## src/rtl/uart_pattern_ctrl_if.sv

```systemverilog
// Bundles the UART line and the decoded panel settings between the control
// stage and its environment.
interface uart_pattern_ctrl_if;
    logic       usb_rx;
    logic [1:0] pattern_sel;
    logic [5:0] fill_red;
    logic [5:0] fill_green;
    logic [5:0] fill_blue;
    logic [7:0] bl_duty;
    logic       led_pwm;
    logic       cmd_ok;
    logic       cmd_err;

    // Environment side: drives the UART line, observes the settings.
    modport master (
        output usb_rx,
        input  pattern_sel, fill_red, fill_green, fill_blue,
        input  bl_duty, led_pwm, cmd_ok, cmd_err
    );

    // Control stage side.
    modport slave (
        input  usb_rx,
        output pattern_sel, fill_red, fill_green, fill_blue,
        output bl_duty, led_pwm, cmd_ok, cmd_err
    );
endinterface

```

## src/rtl/uart_pattern_ctrl.sv

```systemverilog
// UART command receiver for the panel pipeline: decodes A5/ADDR/DATA/CSUM
// packets into pattern and fill-colour settings and drives backlight PWM.
module uart_pattern_ctrl #(
    parameter int CLKS_PER_BIT = 868,
    parameter int TIMEOUT_BITS = 32,
    parameter int PWM_DIV      = 16
) (
    input  logic                clk,
    input  logic                rst,
    uart_pattern_ctrl_if.slave  bus
);

    localparam int CNT_W    = $clog2(CLKS_PER_BIT);
    localparam int TO_LIMIT = TIMEOUT_BITS * CLKS_PER_BIT;
    localparam int TO_W     = $clog2(TO_LIMIT + 1);
    localparam int PRESC_W  = (PWM_DIV > 1) ? $clog2(PWM_DIV) : 1;

    localparam logic [CNT_W-1:0]   BIT_LAST   = CNT_W'(CLKS_PER_BIT - 1);
    localparam logic [CNT_W-1:0]   HALF_LAST  = CNT_W'(CLKS_PER_BIT / 2 - 1);
    localparam logic [TO_W-1:0]    TO_LAST    = TO_W'(TO_LIMIT - 1);
    localparam logic [PRESC_W-1:0] PRESC_LAST = PRESC_W'(PWM_DIV - 1);
    localparam logic [7:0]         SYNC_BYTE  = 8'hA5;
    localparam logic [7:0]         PWM_TOP    = 8'd254;

    typedef enum logic [1:0] {RX_IDLE, RX_START, RX_DATA, RX_STOP} rx_state_t;
    typedef enum logic [1:0] {P_IDLE, P_ADDR, P_DATA, P_CSUM}     p_state_t;

    // ---------------- state declarations ----------------
    logic              rx_meta_q, rx_meta_d, rx_sync_q, rx_sync_d;
    rx_state_t         rx_state_q, rx_state_d;
    logic [CNT_W-1:0]  clk_cnt_q, clk_cnt_d;
    logic [2:0]        bit_idx_q, bit_idx_d;
    logic [7:0]        shreg_q, shreg_d;
    logic              byte_valid_q, byte_valid_d;
    logic              frame_err_q, frame_err_d;

    p_state_t          p_state_q, p_state_d;
    logic [7:0]        addr_q, addr_d, data_q, data_d;
    logic [TO_W-1:0]   to_cnt_q, to_cnt_d;
    logic [1:0]        pattern_sel_q, pattern_sel_d;
    logic [5:0]        fill_red_q, fill_red_d;
    logic [5:0]        fill_green_q, fill_green_d;
    logic [5:0]        fill_blue_q, fill_blue_d;
    logic [7:0]        bl_duty_q, bl_duty_d;
    logic              cmd_ok_q, cmd_ok_d, cmd_err_q, cmd_err_d;

    logic [PRESC_W-1:0] presc_q, presc_d;
    logic [7:0]         pwm_cnt_q, pwm_cnt_d;
    logic               led_pwm_q, led_pwm_d;

    // Two-flop synchroniser for the asynchronous RX line.
    always_comb begin
        rx_meta_d = bus.usb_rx;
        rx_sync_d = rx_meta_q;
    end

    // RX bit timing: start validation, 8 data bits LSB first, one stop sample.
    always_comb begin
        // NOTE: every output of a combinational block gets a default first so
        // no path leaves it unassigned and no latch is inferred.
        rx_state_d   = rx_state_q;
        clk_cnt_d    = clk_cnt_q + 1'b1;
        bit_idx_d    = bit_idx_q;
        shreg_d      = shreg_q;
        byte_valid_d = 1'b0;
        frame_err_d  = 1'b0;
        case (rx_state_q)
            RX_IDLE: begin
                clk_cnt_d = '0;
                if (!rx_sync_q) rx_state_d = RX_START;
            end
            RX_START: begin
                if (clk_cnt_q == HALF_LAST) begin
                    clk_cnt_d = '0;
                    bit_idx_d = '0;
                    // A line already back high mid-start-bit was only a glitch.
                    rx_state_d = rx_sync_q ? RX_IDLE : RX_DATA;
                end
            end
            RX_DATA: begin
                if (clk_cnt_q == BIT_LAST) begin
                    clk_cnt_d = '0;
                    shreg_d   = {rx_sync_q, shreg_q[7:1]};
                    bit_idx_d = bit_idx_q + 1'b1;
                    if (bit_idx_q == 3'd7) rx_state_d = RX_STOP;
                end
            end
            RX_STOP: begin
                if (clk_cnt_q == BIT_LAST) begin
                    clk_cnt_d    = '0;
                    rx_state_d   = RX_IDLE;
                    byte_valid_d = rx_sync_q;
                    frame_err_d  = !rx_sync_q;
                end
            end
            default: rx_state_d = RX_IDLE;
        endcase
    end

    // Packet parser, inter-byte timeout and register writes.
    always_comb begin
        p_state_d     = p_state_q;
        addr_d        = addr_q;
        data_d        = data_q;
        to_cnt_d      = (p_state_q == P_IDLE) ? '0 : to_cnt_q + 1'b1;
        pattern_sel_d = pattern_sel_q;
        fill_red_d    = fill_red_q;
        fill_green_d  = fill_green_q;
        fill_blue_d   = fill_blue_q;
        bl_duty_d     = bl_duty_q;
        cmd_ok_d      = 1'b0;
        cmd_err_d     = 1'b0;
        if (frame_err_q) begin
            // Framing error dominates; a coincident timeout folds into it.
            cmd_err_d = 1'b1;
            p_state_d = P_IDLE;
            to_cnt_d  = '0;
        end else if (byte_valid_q) begin
            to_cnt_d = '0;
            case (p_state_q)
                P_IDLE: if (shreg_q == SYNC_BYTE) p_state_d = P_ADDR;
                P_ADDR: begin
                    addr_d    = shreg_q;
                    p_state_d = P_DATA;
                end
                P_DATA: begin
                    data_d    = shreg_q;
                    p_state_d = P_CSUM;
                end
                default: begin
                    p_state_d = P_IDLE;
                    if (shreg_q == (addr_q ^ data_q) && addr_q <= 8'd4) begin
                        cmd_ok_d = 1'b1;
                        case (addr_q[2:0])
                            3'd0:    pattern_sel_d = data_q[1:0];
                            3'd1:    fill_red_d    = data_q[5:0];
                            3'd2:    fill_green_d  = data_q[5:0];
                            3'd3:    fill_blue_d   = data_q[5:0];
                            default: bl_duty_d     = data_q;
                        endcase
                    end else begin
                        cmd_err_d = 1'b1;
                    end
                end
            endcase
        end else if (p_state_q != P_IDLE && to_cnt_q == TO_LAST) begin
            cmd_err_d = 1'b1;
            p_state_d = P_IDLE;
            to_cnt_d  = '0;
        end
    end

    // Backlight PWM: prescaled 255-step counter compared against the duty.
    always_comb begin
        presc_d   = (presc_q == PRESC_LAST) ? '0 : presc_q + 1'b1;
        pwm_cnt_d = pwm_cnt_q;
        if (presc_q == PRESC_LAST)
            pwm_cnt_d = (pwm_cnt_q == PWM_TOP) ? '0 : pwm_cnt_q + 1'b1;
        led_pwm_d = (pwm_cnt_q < bl_duty_q);
    end

    // State registers with synchronous reset.
    always_ff @(posedge clk) begin
        // NOTE: sequential state uses non-blocking assignments so every flop
        // samples the pre-edge values regardless of statement order.
        if (rst) begin
            // NOTE: synchroniser flops reset to the idle-high line level so
            // reset release is not mistaken for a start bit.
            rx_meta_q     <= 1'b1;
            rx_sync_q     <= 1'b1;
            rx_state_q    <= RX_IDLE;
            clk_cnt_q     <= '0;
            bit_idx_q     <= '0;
            shreg_q       <= '0;
            byte_valid_q  <= 1'b0;
            frame_err_q   <= 1'b0;
            p_state_q     <= P_IDLE;
            addr_q        <= '0;
            data_q        <= '0;
            to_cnt_q      <= '0;
            pattern_sel_q <= '0;
            fill_red_q    <= '0;
            fill_green_q  <= '0;
            fill_blue_q   <= '0;
            bl_duty_q     <= 8'hFF;
            cmd_ok_q      <= 1'b0;
            cmd_err_q     <= 1'b0;
            presc_q       <= '0;
            pwm_cnt_q     <= '0;
            led_pwm_q     <= 1'b1;
        end else begin
            rx_meta_q     <= rx_meta_d;
            rx_sync_q     <= rx_sync_d;
            rx_state_q    <= rx_state_d;
            clk_cnt_q     <= clk_cnt_d;
            bit_idx_q     <= bit_idx_d;
            shreg_q       <= shreg_d;
            byte_valid_q  <= byte_valid_d;
            frame_err_q   <= frame_err_d;
            p_state_q     <= p_state_d;
            addr_q        <= addr_d;
            data_q        <= data_d;
            to_cnt_q      <= to_cnt_d;
            pattern_sel_q <= pattern_sel_d;
            fill_red_q    <= fill_red_d;
            fill_green_q  <= fill_green_d;
            fill_blue_q   <= fill_blue_d;
            bl_duty_q     <= bl_duty_d;
            cmd_ok_q      <= cmd_ok_d;
            cmd_err_q     <= cmd_err_d;
            presc_q       <= presc_d;
            pwm_cnt_q     <= pwm_cnt_d;
            led_pwm_q     <= led_pwm_d;
        end
    end

    assign bus.pattern_sel = pattern_sel_q;
    assign bus.fill_red    = fill_red_q;
    assign bus.fill_green  = fill_green_q;
    assign bus.fill_blue   = fill_blue_q;
    assign bus.bl_duty     = bl_duty_q;
    assign bus.led_pwm     = led_pwm_q;
    assign bus.cmd_ok      = cmd_ok_q;
    assign bus.cmd_err     = cmd_err_q;

endmodule

```

## src/flat_wrapper.sv

```systemverilog
// flat-port wrapper written by rule: the top's interface ports become plain ports
module uart_pattern_ctrl_flat 
#(
    parameter int CLKS_PER_BIT = 868,
    parameter int TIMEOUT_BITS = 32,
    parameter int PWM_DIV      = 16
)
  (clk, rst, bus_usb_rx, bus_pattern_sel, bus_fill_red, bus_fill_green, bus_fill_blue, bus_bl_duty, bus_led_pwm, bus_cmd_ok, bus_cmd_err);
  uart_pattern_ctrl_if bus_i ();
  input  logic clk;
  input  logic rst;
  input wire logic [$bits(bus_i.usb_rx)-1:0] bus_usb_rx;
  output wire logic [$bits(bus_i.pattern_sel)-1:0] bus_pattern_sel;
  output wire logic [$bits(bus_i.fill_red)-1:0] bus_fill_red;
  output wire logic [$bits(bus_i.fill_green)-1:0] bus_fill_green;
  output wire logic [$bits(bus_i.fill_blue)-1:0] bus_fill_blue;
  output wire logic [$bits(bus_i.bl_duty)-1:0] bus_bl_duty;
  output wire logic [$bits(bus_i.led_pwm)-1:0] bus_led_pwm;
  output wire logic [$bits(bus_i.cmd_ok)-1:0] bus_cmd_ok;
  output wire logic [$bits(bus_i.cmd_err)-1:0] bus_cmd_err;
  assign bus_i.usb_rx = bus_usb_rx;
  assign bus_pattern_sel = bus_i.pattern_sel;
  assign bus_fill_red = bus_i.fill_red;
  assign bus_fill_green = bus_i.fill_green;
  assign bus_fill_blue = bus_i.fill_blue;
  assign bus_bl_duty = bus_i.bl_duty;
  assign bus_led_pwm = bus_i.led_pwm;
  assign bus_cmd_ok = bus_i.cmd_ok;
  assign bus_cmd_err = bus_i.cmd_err;
  uart_pattern_ctrl #(.CLKS_PER_BIT(CLKS_PER_BIT), .TIMEOUT_BITS(TIMEOUT_BITS), .PWM_DIV(PWM_DIV)) u_core (.clk(clk), .rst(rst), .bus(bus_i));
endmodule
```

## config.mk

```make
export PLATFORM = sky130hd
export DESIGN_NAME = uart_pattern_ctrl_flat
export DESIGN_NICKNAME = d
export VERILOG_FILES = /design/src/rtl/uart_pattern_ctrl_if.sv /design/src/rtl/uart_pattern_ctrl.sv /design/src/flat_wrapper.sv
export SDC_FILE = /design/constraint.sdc
export NUM_CORES = 1
export LEC_CHECK = 0
export ABC_AREA = 1
export CORE_MARGIN = 2
export CORE_UTILIZATION = 63
export DETAILED_ROUTE_END_ITERATION = 12
export GPL_TIMING_DRIVEN = 0
export PLACE_DENSITY = 0.95
export SYNTH_ARGS = -nofsm -noshare
export SYNTH_HDL_FRONTEND = slang
export SYNTH_SLANG_ARGS = --single-unit
export TNS_END_PERCENT = 5
```

## constraint.sdc

```tcl
create_clock -name clk -period 3.35 [get_ports clk]
set_clock_uncertainty 0.15 [all_clocks]
set_input_delay 0.335 -clock clk [delete_from_list [all_inputs] [get_ports clk]]
set_output_delay 0.335 -clock clk [all_outputs]
set_load 0.005 [all_outputs]
```

-- After elaboration in Yosys (flattened, before gate mapping)
Cells that the tools add are included.
- output and inout bits: 31
- flip-flop bits (word level): 103
- bitwise logic cells: 7
- reduce and logical (&&, ||, !) cells: 28
- multiplexer cells: 24
- add/subtract/negate cells: 5
- order comparisons: 2
- equal/unequal tests: 22
- operators by type and width (operator ; number):
    $pmux W10 S3 ; 1
    $reduce_and A5 Y1 ; 6
    $mux W10 ; 2
    $mux W2 ; 9
    $eq A8 B8 Y1 const B ; 2
    $add A15 B1 Y15 const B ; 1
    $eq A15 B15 Y1 const B ; 1
    $add A10 B1 Y10 const B ; 1
    $eq A10 B10 Y1 const B ; 1
    $eq A10 B9 Y1 const B ; 1
    $reduce_and A3 Y1 ; 3
    $add A8 B1 Y8 const B ; 1
    $eq A8 B8 Y1 ; 1
    $le A8 B3 Y1 const B ; 1
    $lt A8 B8 Y1 ; 1
    $mux W8 ; 1
    $ne A2 B1 Y1 const B ; 4
    $pmux W2 S4 ; 1
    $xor A8 B8 Y8 ; 1
    $eq A2 B2 Y1 const B ; 3
    $eq A3 B2 Y1 const B ; 2
    $mux W1 ; 6
    $mux W3 ; 2
    $not A1 Y1 ; 6
    other kinds (21) ; 30

-- Longest topological paths before layout
- word-level depth: 7
- depth in mapped cells: 12
- gate-level depth less buffers: 11

-- Worst setup path before layout
No wires, ideal clock.
- path kind: reg2reg
- from: reg u_core.p_state_q[0]
- to: reg u_core.fill_green_q[0], in the netlist u_core.bus.fill_green[0]
- setup slack: 1.664 ns
- cell stages (with the launch flop): 8
- library setup time: 0.064 ns
- arrival: 1.472 ns
- cell sequence: dfxtp_1 ha_1 nand2_1 nor4_2 nand3_1 nand2_1 inv_1 nor2_1
- longest elaborated chain between the ends: 4
- elaborated cells on any way between the ends: 6
- ends and longest elaborated chain (element ; RTL line ; RTL):
    from (decl) ; uart_pattern_ctrl.sv:37 ; p_state_t p_state_q, p_state_d;
    from (signal assigned) ; uart_pattern_ctrl.sv:200 ; p_state_q <= p_state_d;
    $eq A2 B1 Y1 (tied with other cells) ; uart_pattern_ctrl.sv:120 ; case (p_state_q)
    $reduce_or A3 Y1 (no line) * ; -- ;
    $not A1 Y1 (no line) * ; -- ;
    $reduce_and A5 Y1 (no line) * ; -- ;
    to (signal assigned) ; uart_pattern_ctrl.sv:206 ; fill_green_q <= fill_green_d;
    to (decl) ; uart_pattern_ctrl.sv:42 ; logic [5:0] fill_green_q, fill_green_d;
Every way passes the cells marked *; elsewhere a longest branch is shown, timed or not.
A chain may end at the register's enable or synchronous reset.

-- Worst setup path after layout
Same ends and word-level chain as after synthesis.

==> run summary <==
status - complete, no violations
dpl ws - 1270 ps
number of nets in the layout - 769
Residual DRC - 0
Die X - 92.3 um
layout cells sized above 1 - 6.17%
full die area - 8510 sq um
first-pass GRT wire length - 19.2 mm
Most used DFF post-synth - dfxtp_1
compound-gate portion of the synthesized area - 8.64%
Crit path max-delay family - simple AND/OR/NAND/NOR gates
post-synthesis async set-or-reset flop share - 0%
sw power - 0.531 mW
Clock Latency Late Sink - 370 ps
Min Hold Slack - 172 ps
Clk pwr share - 38.7%
Seq cells post-synth - 103
Non-Filler Instances - 848
# resized after CTS - 0
Syn. warnings - 0
HPWL Detailed - 8.09 mm
Largest stage delay, worst path - 560 ps
Max-slew headroom - 57.0%
met1 Usage GRT - 32.9%
Startpoint Class - flop
final critical-path required period - 2080 ps
critical-path maximum fanout - 7
number of global-route vias before repair - 4358
achievable frequency - 481 MHz
multiplexer share of the synthesized area - 0%
M3 GR Usage - 3.86%
commonest non-fill, non-tap cell in the layout - nand2_1
clock sinks - 103
via count - 4642
syn avg cell area - 7.02 sq um
Pwr Total - 2.30 mW
GR peak layer - met2
CTS max path bufs - 2
cells after synthesis - 699
Die Ht - 92.3 um
Reg power frac - 54.7%
Overflow after GRT - 0
WL per Instance - 13.1 um
initial core utilization - 64.2%
Mapped Area - 4910 sq um
crit-path cells - ha_1, nand2_1, nor4_2, nand3_1, nand2_1, inv_1, nor2_1
Finish-stage setup viols - 0
root buffer cell - clkbuf_8
slowest CP cell - nor4_2
total global-route track usage - 27.6%
Fin Setup TNS - 0 ps
CTS tree - yes
Synth Area in XOR/XNOR - 1.96%
pwr/cell area - 412 nW/um^2
largest family of logic cells by synthesized area - simple AND/OR/NAND/NOR gates
Seq/Total Area, Yosys - 42.0%
final WL - 11.1 mm
# IOs - 34
post-CTS setup repair buffer count - 0
final period utilization - 62.1%
post-synthesis net count - 726
clk slew on worst S/H paths - 90 ps
switch share - 23.1%
Vias/cell - 5.47
Critical Path Most Common Cell - nand2_1
Required @ worst endpoint - 3520 ps
placed cell count - 833
worst path arrival time - 2250 ps
area delta synth->final - 13.8%
n_diodes - 0
critical path class - flop to flop
Setup WS post-layout - 1270 ps
largest net degree at the start of global routing - 16
unrepaired setup endpoints after global routing - no
maxcap violations - 0
Pins Over Slew Limit - 0
Final GP Congestion - 0.934
Initial DRC Count - 380
endpoints failing hold - 0
leakage power - 2.46 nW
Std-Cell Rows - 32
First-pass DRT Iterations - 7
Post-synth EDFFs - 0
Comb power frac - 6.6%
Simple-Gate Fraction of Synth Area - 31.4%
# port buffers - 32
antenna violations before repair - 0
most frequent cells in the layout - 151 x nand2_1, 103 x dfxtp_1, 97 x inv_1
number of CTS-inserted buffers - 9
total core area - 7650 sq um
H-tree levels - 3
Power Internal - 1.77 mW
Final ANT Viol Nets - 0
Hold Path Class - primary input to flop
cts hold-fix bufs - 0
Worst Max-Slew Pin Slew - 640 ps
met2 GRT Util - 49.1%
Netlist cell types - 28
peak supply drop - 0.323 mV
adder-cell share of the synthesized area - 6.12%
WP buf/inv - 1
Worst setup EP type - flop
==> metal layers <==
| metal | share of wire, % | vias to the layer above |
|---|---|---|
| met2 | 49 | 187 |
| met3 | 5.2 | 32 |
| met4 | 3.0 | 0 |
| met5 | 0 | - |
| li1 | - | 2314 |
| met1 | 43 | 2109 |
==> state kept, by name (all words and copies together) (netlist names), named ones only <==
register	count
u_core.bus.bl_duty	8
u_core.bus.fill_green	6
u_core.presc_q	4
u_core.frame_err_q	1
u_core.bit_idx_q	3
u_core.shreg_q	8
u_core.rx_sync_q	1
u_core.data_q	8
u_core.byte_valid_q	1
u_core.bus.fill_blue	6
u_core.p_state_q	2
u_core.bus.led_pwm	1
u_core.bus.cmd_err	1
u_core.to_cnt_q	15
u_core.addr_q	8
u_core.rx_state_q	1
u_core.bus.pattern_sel	2
u_core.rx_meta_q	1
u_core.bus.fill_red	6
u_core.pwm_cnt_q	8
u_core.bus.cmd_ok	1
u_core.clk_cnt_q	10
==> cell families (layout without fill, tap and decap cells) <==
| group | Yosys count | after routing |
|---|---|---|
| compound gates | 83 | 83 |
| xor+xnor | 11 | 11 |
| fa+ha+maj | 24 | 24 |
| buf+inv | 127 | 174 |
| flops | 103 | 103 |
| simple gates | 351 | 351 |
==> path summary, 6_finish.rpt <==
check / from / end / slack [ps] / depth (start not counted)
worst max register to register: u_core.p_state_q[0]$_SDFFE_PP0P_ / u_core.bus.fill_green[0]$_SDFFE_PP0P_ / 1270 / 7
worst min-delay path: rst / u_core.presc_q[2]$_SDFF_PP0_ / 170 / 2
worst max-delay path: u_core.p_state_q[0]$_SDFFE_PP0P_ / u_core.bus.fill_green[0]$_SDFFE_PP0P_ / 1270 / 7
worst min register to register: u_core.rx_meta_q$_SDFF_PP1_ / u_core.rx_sync_q$_SDFF_PP1_ / 300 / 1
==> power by group through the flow <==
| stage | Combinational, mW | Clock, mW | Sequential [mW] |
|---|---|---|---|
| 2_1_floorplan | 0.116 | 0 | 1.28 |
| 3_5_place_dp | 0.150 | 0 | 1.29 |
| 5_1_grt | 0.174 | 0.940 | 1.26 |
| 3_3_place_gp | 0.137 | 0 | 1.28 |
| 6_report | 0.152 | 0.890 | 1.26 |
| 4_1_cts | 0.150 | 0.893 | 1.26 |
==> worst register-to-register path, cell delays in order, from the launching register on <==
cell	delay, ps
dfxtp_1	410
ha_1	210
nand2_1	110
nor4_2	560
nand3_1	320
nand2_1	130
inv_1	50
nor2_1	90
==> Yosys cell counts (5+ instances only) <==
| master | n | area [sq um] |
|---|---|---|
| inv_2 | 14 | 52.6 |
| o21ai_1 | 5 | 25.0 |
| a21oi_1 | 42 | 210 |
| dfxtp_1 | 103 | 2060 |
| xor2_1 | 7 | 61.3 |
| clkbuf_1 | 9 | 33.8 |
| nand3_1 | 56 | 280 |
| inv_1 | 97 | 364 |
| buf_2 | 5 | 25.0 |
| nor3_1 | 11 | 55.1 |
| nand2_1 | 151 | 567 |
| nand4_1 | 30 | 188 |
| or2_2 | 5 | 31.3 |
| nor2_1 | 85 | 319 |
| ha_1 | 24 | 300 |
| o21ai_0 | 33 | 165 |
==> metrics by stage <==
| step | util, % | cell area, sq um |
|---|---|---|
| after detailed placement | 70.0 | 5360 |
| after floorplan | - | 4910 |
| after global placement | 70.0 | 5360 |
| after global routing | 73.1 | 5590 |
| final | 73.1 | 5590 |
| after CTS | 73.1 | 5590 |
==> final cells by class <==
| type | instances | area (sq um) |
|---|---|---|
| Multi-Input combinational cell | 469 | 2360 |
| Sequential cell | 103 | 2060 |
| Fill cell | 578 | 2060 |
| Inverter | 111 | 417 |
| Timing Repair Buffer | 32 | 320 |
| Clock buffer | 12 | 165 |
| Tap cell | 102 | 128 |
| Buffer | 16 | 66.3 |
| Clock inverter | 3 | 65.1 |
Note: power is estimated with default switching activity, not from simulation.
==> variant 1: new RTL, config.mk and constraints unchanged <==
Encoding of `p_state_t`: now one-hot (4 bits for 4 states).
--- a/src/rtl/uart_pattern_ctrl.sv
+++ b/src/rtl/uart_pattern_ctrl.sv
@@ -25,3 +25,3 @@
     typedef enum logic [1:0] {RX_IDLE, RX_START, RX_DATA, RX_STOP} rx_state_t;
-    typedef enum logic [1:0] {P_IDLE, P_ADDR, P_DATA, P_CSUM}     p_state_t;
+    typedef enum logic [3:0] {P_IDLE = 4'b0001, P_ADDR = 4'b0010, P_DATA = 4'b0100, P_CSUM = 4'b1000}     p_state_t;
 
Function: no difference found for any inputs over 10 cycles, from zero or initial values and one cycle with rst high; not proved beyond that.
==> variant 1 against the unedited design <==
  * Power down 4.8%
  * Cell area up 2.1%
  * Clock power down 17%
  * Sequential cell count up 2
  * Global-route usage up 0.60 points
  * Wire length up 4.1%
  * Worst setup slack better by 0.091 ns
  * Area after synthesis up 3.1%
  * Highest routed layer unchanged
==> variant 1: results (changes against the unedited design) <==
* Status: complete, no violations
* Htree depth at 3 (unchanged)
* DR vias/cell at 5.65 (+3.2%)
* Global-route wire length before repair at 20,000 um (+4.4%)
* Clock power frac at 0.337 (-0.050)
* DR iter-0 viols at 389 (+2.4%)
* Met1 Use GR at 0.343 (+0.0141)
* Sequential share of the synthesized area at 0.415 (-0.00466)
* Synth cell count leaders: nand2_1, nor2_1, dfxtp_1, nand3_1, inv_1
* First-pass detailed-route iteration total at 6 (-1)
* M3 GR Usage at 0.0540 (+0.0154)
* Port Buffers at 33 (+3.1%)
* Worst path slowest cell: dfxtp_1
* Synth area leaders: dfxtp_1, nand2_1, nand3_1
* Initial antenna violation count at 0 (unchanged)
* Number of global-route vias before repair at 4,691 (+7.6%)
* Largest net degree at the start of global routing at 17 (+1)
* Layout Nets at 796 (+3.5%)
* Met3 WL at 792 um (+36%)
* Routability Congestion at 0.899 (-3.7%)
* Met2 routed WL at 5700 um (+4.6%)
* Max Fanout on Critical Path at 4 (-3)
* Static Leak at 2.39 nW (-3.0%)
* Worst vdd ir at 0.359 mV (+11%)
* Cts bufs inserted at 9 (unchanged)
* Crit path arrival time at 2.15 ns (-0.10 ns)
* Max_slew headroom at 0.622 (+0.0519)
* DRT Wirelength at 11,600 um (+4.1%)
* Largest stage delay, worst path at 0.37 ns (-0.19 ns)
* Syn Nets at 752 (+3.6%)
* Met2 global-route usage at 0.493 (+0.00138)
* Netlist cell types at 31 (+11%)
* Met1 WL at 4840 um (+1.3%)
* Max Buffers Root-to-Sink at 2 (unchanged)
* Sw Share at 0.252 (+0.0211)
* Fill cell count at 561 (-2.9%)
* R2R Setup Slk at 1.36 ns (+0.09 ns)
* Overall global routing resource usage at 0.282 (+0.00595)
* Sequential power share at 0.586 (+0.039)
* Post-CTS Resized at 0 (unchanged)
* Layout cells sized above 1 at 0.0681 (+0.00646)
* Detailed placement HPWL at 8680 um (+7.3%)
* Worst hold path class: register to register
variant 1: cell count changes after synthesis, sizes merged, moves of 4 or more:
cell,unedited run,this run
o21ai,38,42
nand3,56,91
nor3,12,6
nand2,151,160
ha,24,20
nand4,30,9
nor2,89,128
inv,111,80
variant 1: metrics by stage:
step | hold slack, ns | setup WS (ns) | area [um2] | utilization | std cells
after floorplan | 0.239 | 1.72 | 5060 | - | 729
after global placement | 0.244 | 1.10 | 5520 | 0.710 | 864
after detailed placement | 0.263 | 1.08 | 5520 | 0.710 | 864
after CTS | 0.288 | 1.37 | 5700 | 0.734 | 880
after global routing | 0.305 | 1.17 | 5700 | 0.734 | 880
final | 0.287 | 1.36 | 5700 | 0.734 | 880
variant 1: final cells by class:
cell class,count,share of cell area
clock buffer,13,0.0279
buffer,14,0.0123
clock inverter,3,0.00439
tap,102,0.0224
timing repair buffer,33,0.0579
multi-input combinational,529,0.453
inverter,81,0.0533
sequential,105,0.369
variant 1: logic make-up (layout without fill, tap and decap cells):
kind of cell	after synthesis	in the layout	share of synthesized area
AO/OA/AOI/OAI	89	89	0.0910
XOR/XNOR	12	12	0.0208
adder cells (fa/ha/maj)	20	20	0.0495
flip-flops	105	105	0.415
buffers and inverters	95	144	0.0739
AND/OR/NAND/NOR	408	408	0.349
variant 1: final timing paths:
path                                       from                        endpoint  depth (start not counted)
hold reg to reg     u_core.rx_meta_q$_SDFF_PP1_     u_core.rx_sync_q$_SDFF_PP1_                          1
hold / removal      u_core.rx_meta_q$_SDFF_PP1_     u_core.rx_sync_q$_SDFF_PP1_                          1
setup / recovery  u_core.to_cnt_q[0]$_SDFF_PP0_  u_core.to_cnt_q[14]$_SDFF_PP0_                          9
setup reg to reg  u_core.to_cnt_q[0]$_SDFF_PP0_  u_core.to_cnt_q[14]$_SDFF_PP0_                          9
==> variant 2: new RTL, same flow settings <==
Made on the original files. `PWM_DIV` is set to 16 in 2 places; all go to 32.
--- a/src/rtl/uart_pattern_ctrl.sv
+++ b/src/rtl/uart_pattern_ctrl.sv
@@ -5,3 +5,3 @@
     parameter int TIMEOUT_BITS = 32,
-    parameter int PWM_DIV      = 16
+    parameter int PWM_DIV      = 32
 ) (
--- a/src/flat_wrapper.sv
+++ b/src/flat_wrapper.sv
@@ -5,3 +5,3 @@
     parameter int TIMEOUT_BITS = 32,
-    parameter int PWM_DIV      = 16
+    parameter int PWM_DIV      = 32
 )
Behaviour: same outputs for any inputs over 10 cycles, from zero or initial values and one cycle with rst high; that may be too few to reach the edited logic, so the function may still have changed.
==> variant 2 against the unedited design <==
  * Non-clock buffer count increased by 1
  * Sequential share of layout area is 0.13 points lower
  * Count of clock-buffer cells in the layout decreased by 1
  * Critical path depth increased by 4
  * Wire length is 2.2% lower
  * Area after synthesis grew 1.9%
  * Worst setup slack better by 0.032 ns
  * Sequential cell count grew 1
  * First-iteration DRC count shrank 7.4%
  * Synthesized cell count is 0.43% lower
  * Cell area grew 1.3%
  * Power fell by 1.2%
==> variant 2: results (changes against the unedited design) <==
* Syn Nets at 724 (-0.28%)
* First-pass detailed-route iteration total at 6 (-1)
* Post-CTS Resized at 0 (unchanged)
* Netlist cell types at 32 (+14%)
* Post-synth top flop: dfxtp_1
* Synth cell count leaders: nand2_1, inv_1, dfxtp_1, nor2_1, a21oi_1
* Routability Congestion at 0.863 (-7.6%)
* Synth area leaders: dfxtp_1, nand2_1, inv_1
* Synth Area in XOR/XNOR at 0.0245 (+0.00490)
* Compound-Gate Fraction of Synth Area at 0.0868 (+0.000423)
* Global route overflow at 0 (unchanged)
* Layout cells sized above 1 at 0.0605 (-0.00118)
* Worst hold path class: input pin to register
* Hold path depth at 2 (unchanged)
* Root Driver: clkbuf_8
* Max_slew headroom at 0.606 (+0.0358)
* DR iter-0 viols at 352 (-7.4%)
* Fill cell count at 563 (-2.6%)
* Status: complete, no violations
* Sw Share at 0.237 (+0.00582)
* Worst path slowest cell: dfxtp_1
* Largest stage delay, worst path at 0.36 ns (-0.20 ns)
* Static Leak at 2.40 nW (-2.5%)
* Initial antenna violation count at 0 (unchanged)
* Worst r2r path cells at 11 (+4)
* Post-CTS setup buffers at 0 (unchanged)
* Biggest regs: u_core.to_cnt_q x15, u_core.clk_cnt_q x10
* R2R Setup Slk at 1.30 ns (+0.03 ns)
* Worst vdd ir at 0.327 mV (+1.1%)
* Max Fanout on Critical Path at 10 (+3)
* Placed inst area at 5450 um2 (+1.7%)
* Overall global routing resource usage at 0.261 (-0.0151)
* Clock Latency Late Sink at 0.37 ns (about the same)
* Crit path arrival time at 2.16 ns (-0.09 ns)
* Syn. warnings at 0 (unchanged)
* Layout Nets at 767 (-0.26%)
* Global-route wire length before repair at 18,500 um (-3.3%)
* Post-synthesis async set-or-reset flop share at 0 (unchanged)
* Detailed placement HPWL at 8100 um (+0.21%)
* Sequential share of the synthesized area at 0.416 (-0.00367)
* Clk slew on worst S/H paths at 0.09 ns (about the same)
* Vias at 4,694 (+1.1%)
* DRT Wirelength at 10,900 um (-2.2%)
* Htree depth at 3 (unchanged)
* Cts bufs inserted at 9 (unchanged)
* Mux share of post-synthesis cell area at 0 (unchanged)
* Max Buffers Root-to-Sink at 2 (unchanged)
* # diodes at 0 (unchanged)
* Adder-cell share of the synthesized area at 0.0626 (+0.00138)
* Port Buffers at 32 (unchanged)
* Number of global-route vias before repair at 4,502 (+3.3%)
* Largest net degree at the start of global routing at 17 (+1)
variant 2: cell types whose count changed in the layout (fill, tap and decap cells not counted), moves of 3 or more:
cell      unedited run  this run
nand3_1             56        39
inv_1               97       106
inv_2               14         5
nand4_1             30        37
o21ai_1              5         0
clkbuf_8            12         9
nand3_2              0         3
variant 2: cells by family after synthesis:
group / after synthesis
and+or+nand+nor: 343
buffers and inverters: 128
DFF: 104
AOI/OAI and AO/OA: 82
adders and majority gates: 25
xor gates and xnor gates: 14
variant 2: routing by layer:
layer / global-route usage / vias to the layer above / wire, um
met4: 0.116 / 0 / 381
met5: 0 / - / 0
met2: 0.467 / 192 / 5410
met3: 0.0588 / 61 / 657
met1: 0.296 / 2128 / 4430
li1: - / 2313 / -
variant 2: area by class of cell:
cell class,count,share of cell area
repair buffers,32,0.0566
plain buffers,17,0.0139
flip-flops and latches,104,0.368
clock buffers,11,0.0232
multi-input cells,464,0.428
well taps,102,0.0225
clock inverters,5,0.0144
inverters,111,0.0736
variant 2: path summary, 6_finish.rpt:
kind,startpoint,to
setup / recovery,u_core.addr_q[1]$_SDFFE_PP0P_,u_core.bus.cmd_err$_SDFF_PP0_
hold / removal,rst,u_core.bit_idx_q[2]$_SDFFE_PP0P_
setup reg to reg,u_core.addr_q[1]$_SDFFE_PP0P_,u_core.bus.cmd_err$_SDFF_PP0_
hold reg to reg,u_core.rx_meta_q$_SDFF_PP1_,u_core.rx_sync_q$_SDFF_PP1_
variant 2: worst max-delay path, delay by kind of cell (launching register included):
| family | cells | cell delay [ns] |
|---|---|---|
| AND/OR/NAND/NOR | 8 | 0.83 |
| flip-flops | 1 | 0.36 |
| buffers and inverters | 2 | 0.35 |
| AO/OA/AOI/OAI | 1 | 0.26 |
variant 2: through the flow:
stage	hold slack, ns	setup slack (ns)	std cells	total power, mW	util
after floorplan	0.239	1.64	696	1.43	-
after global placement	0.244	1.38	830	1.45	0.705
after detailed placement	0.258	1.34	830	1.46	0.705
after CTS	0.110	1.34	846	2.28	0.733
after global routing	0.116	1.16	846	2.36	0.733
final	0.104	1.30	846	2.27	0.733
variant 2: power by group through the flow:
stage          Clock [mW]  Sequential (mW)  Combinational, mW
2_1_floorplan           0             1.29              0.131
3_3_place_gp            0             1.30              0.152
3_5_place_dp            0             1.30              0.166
4_1_cts             0.839             1.27              0.167
5_1_grt             0.897             1.27              0.193
6_report            0.833             1.27              0.169
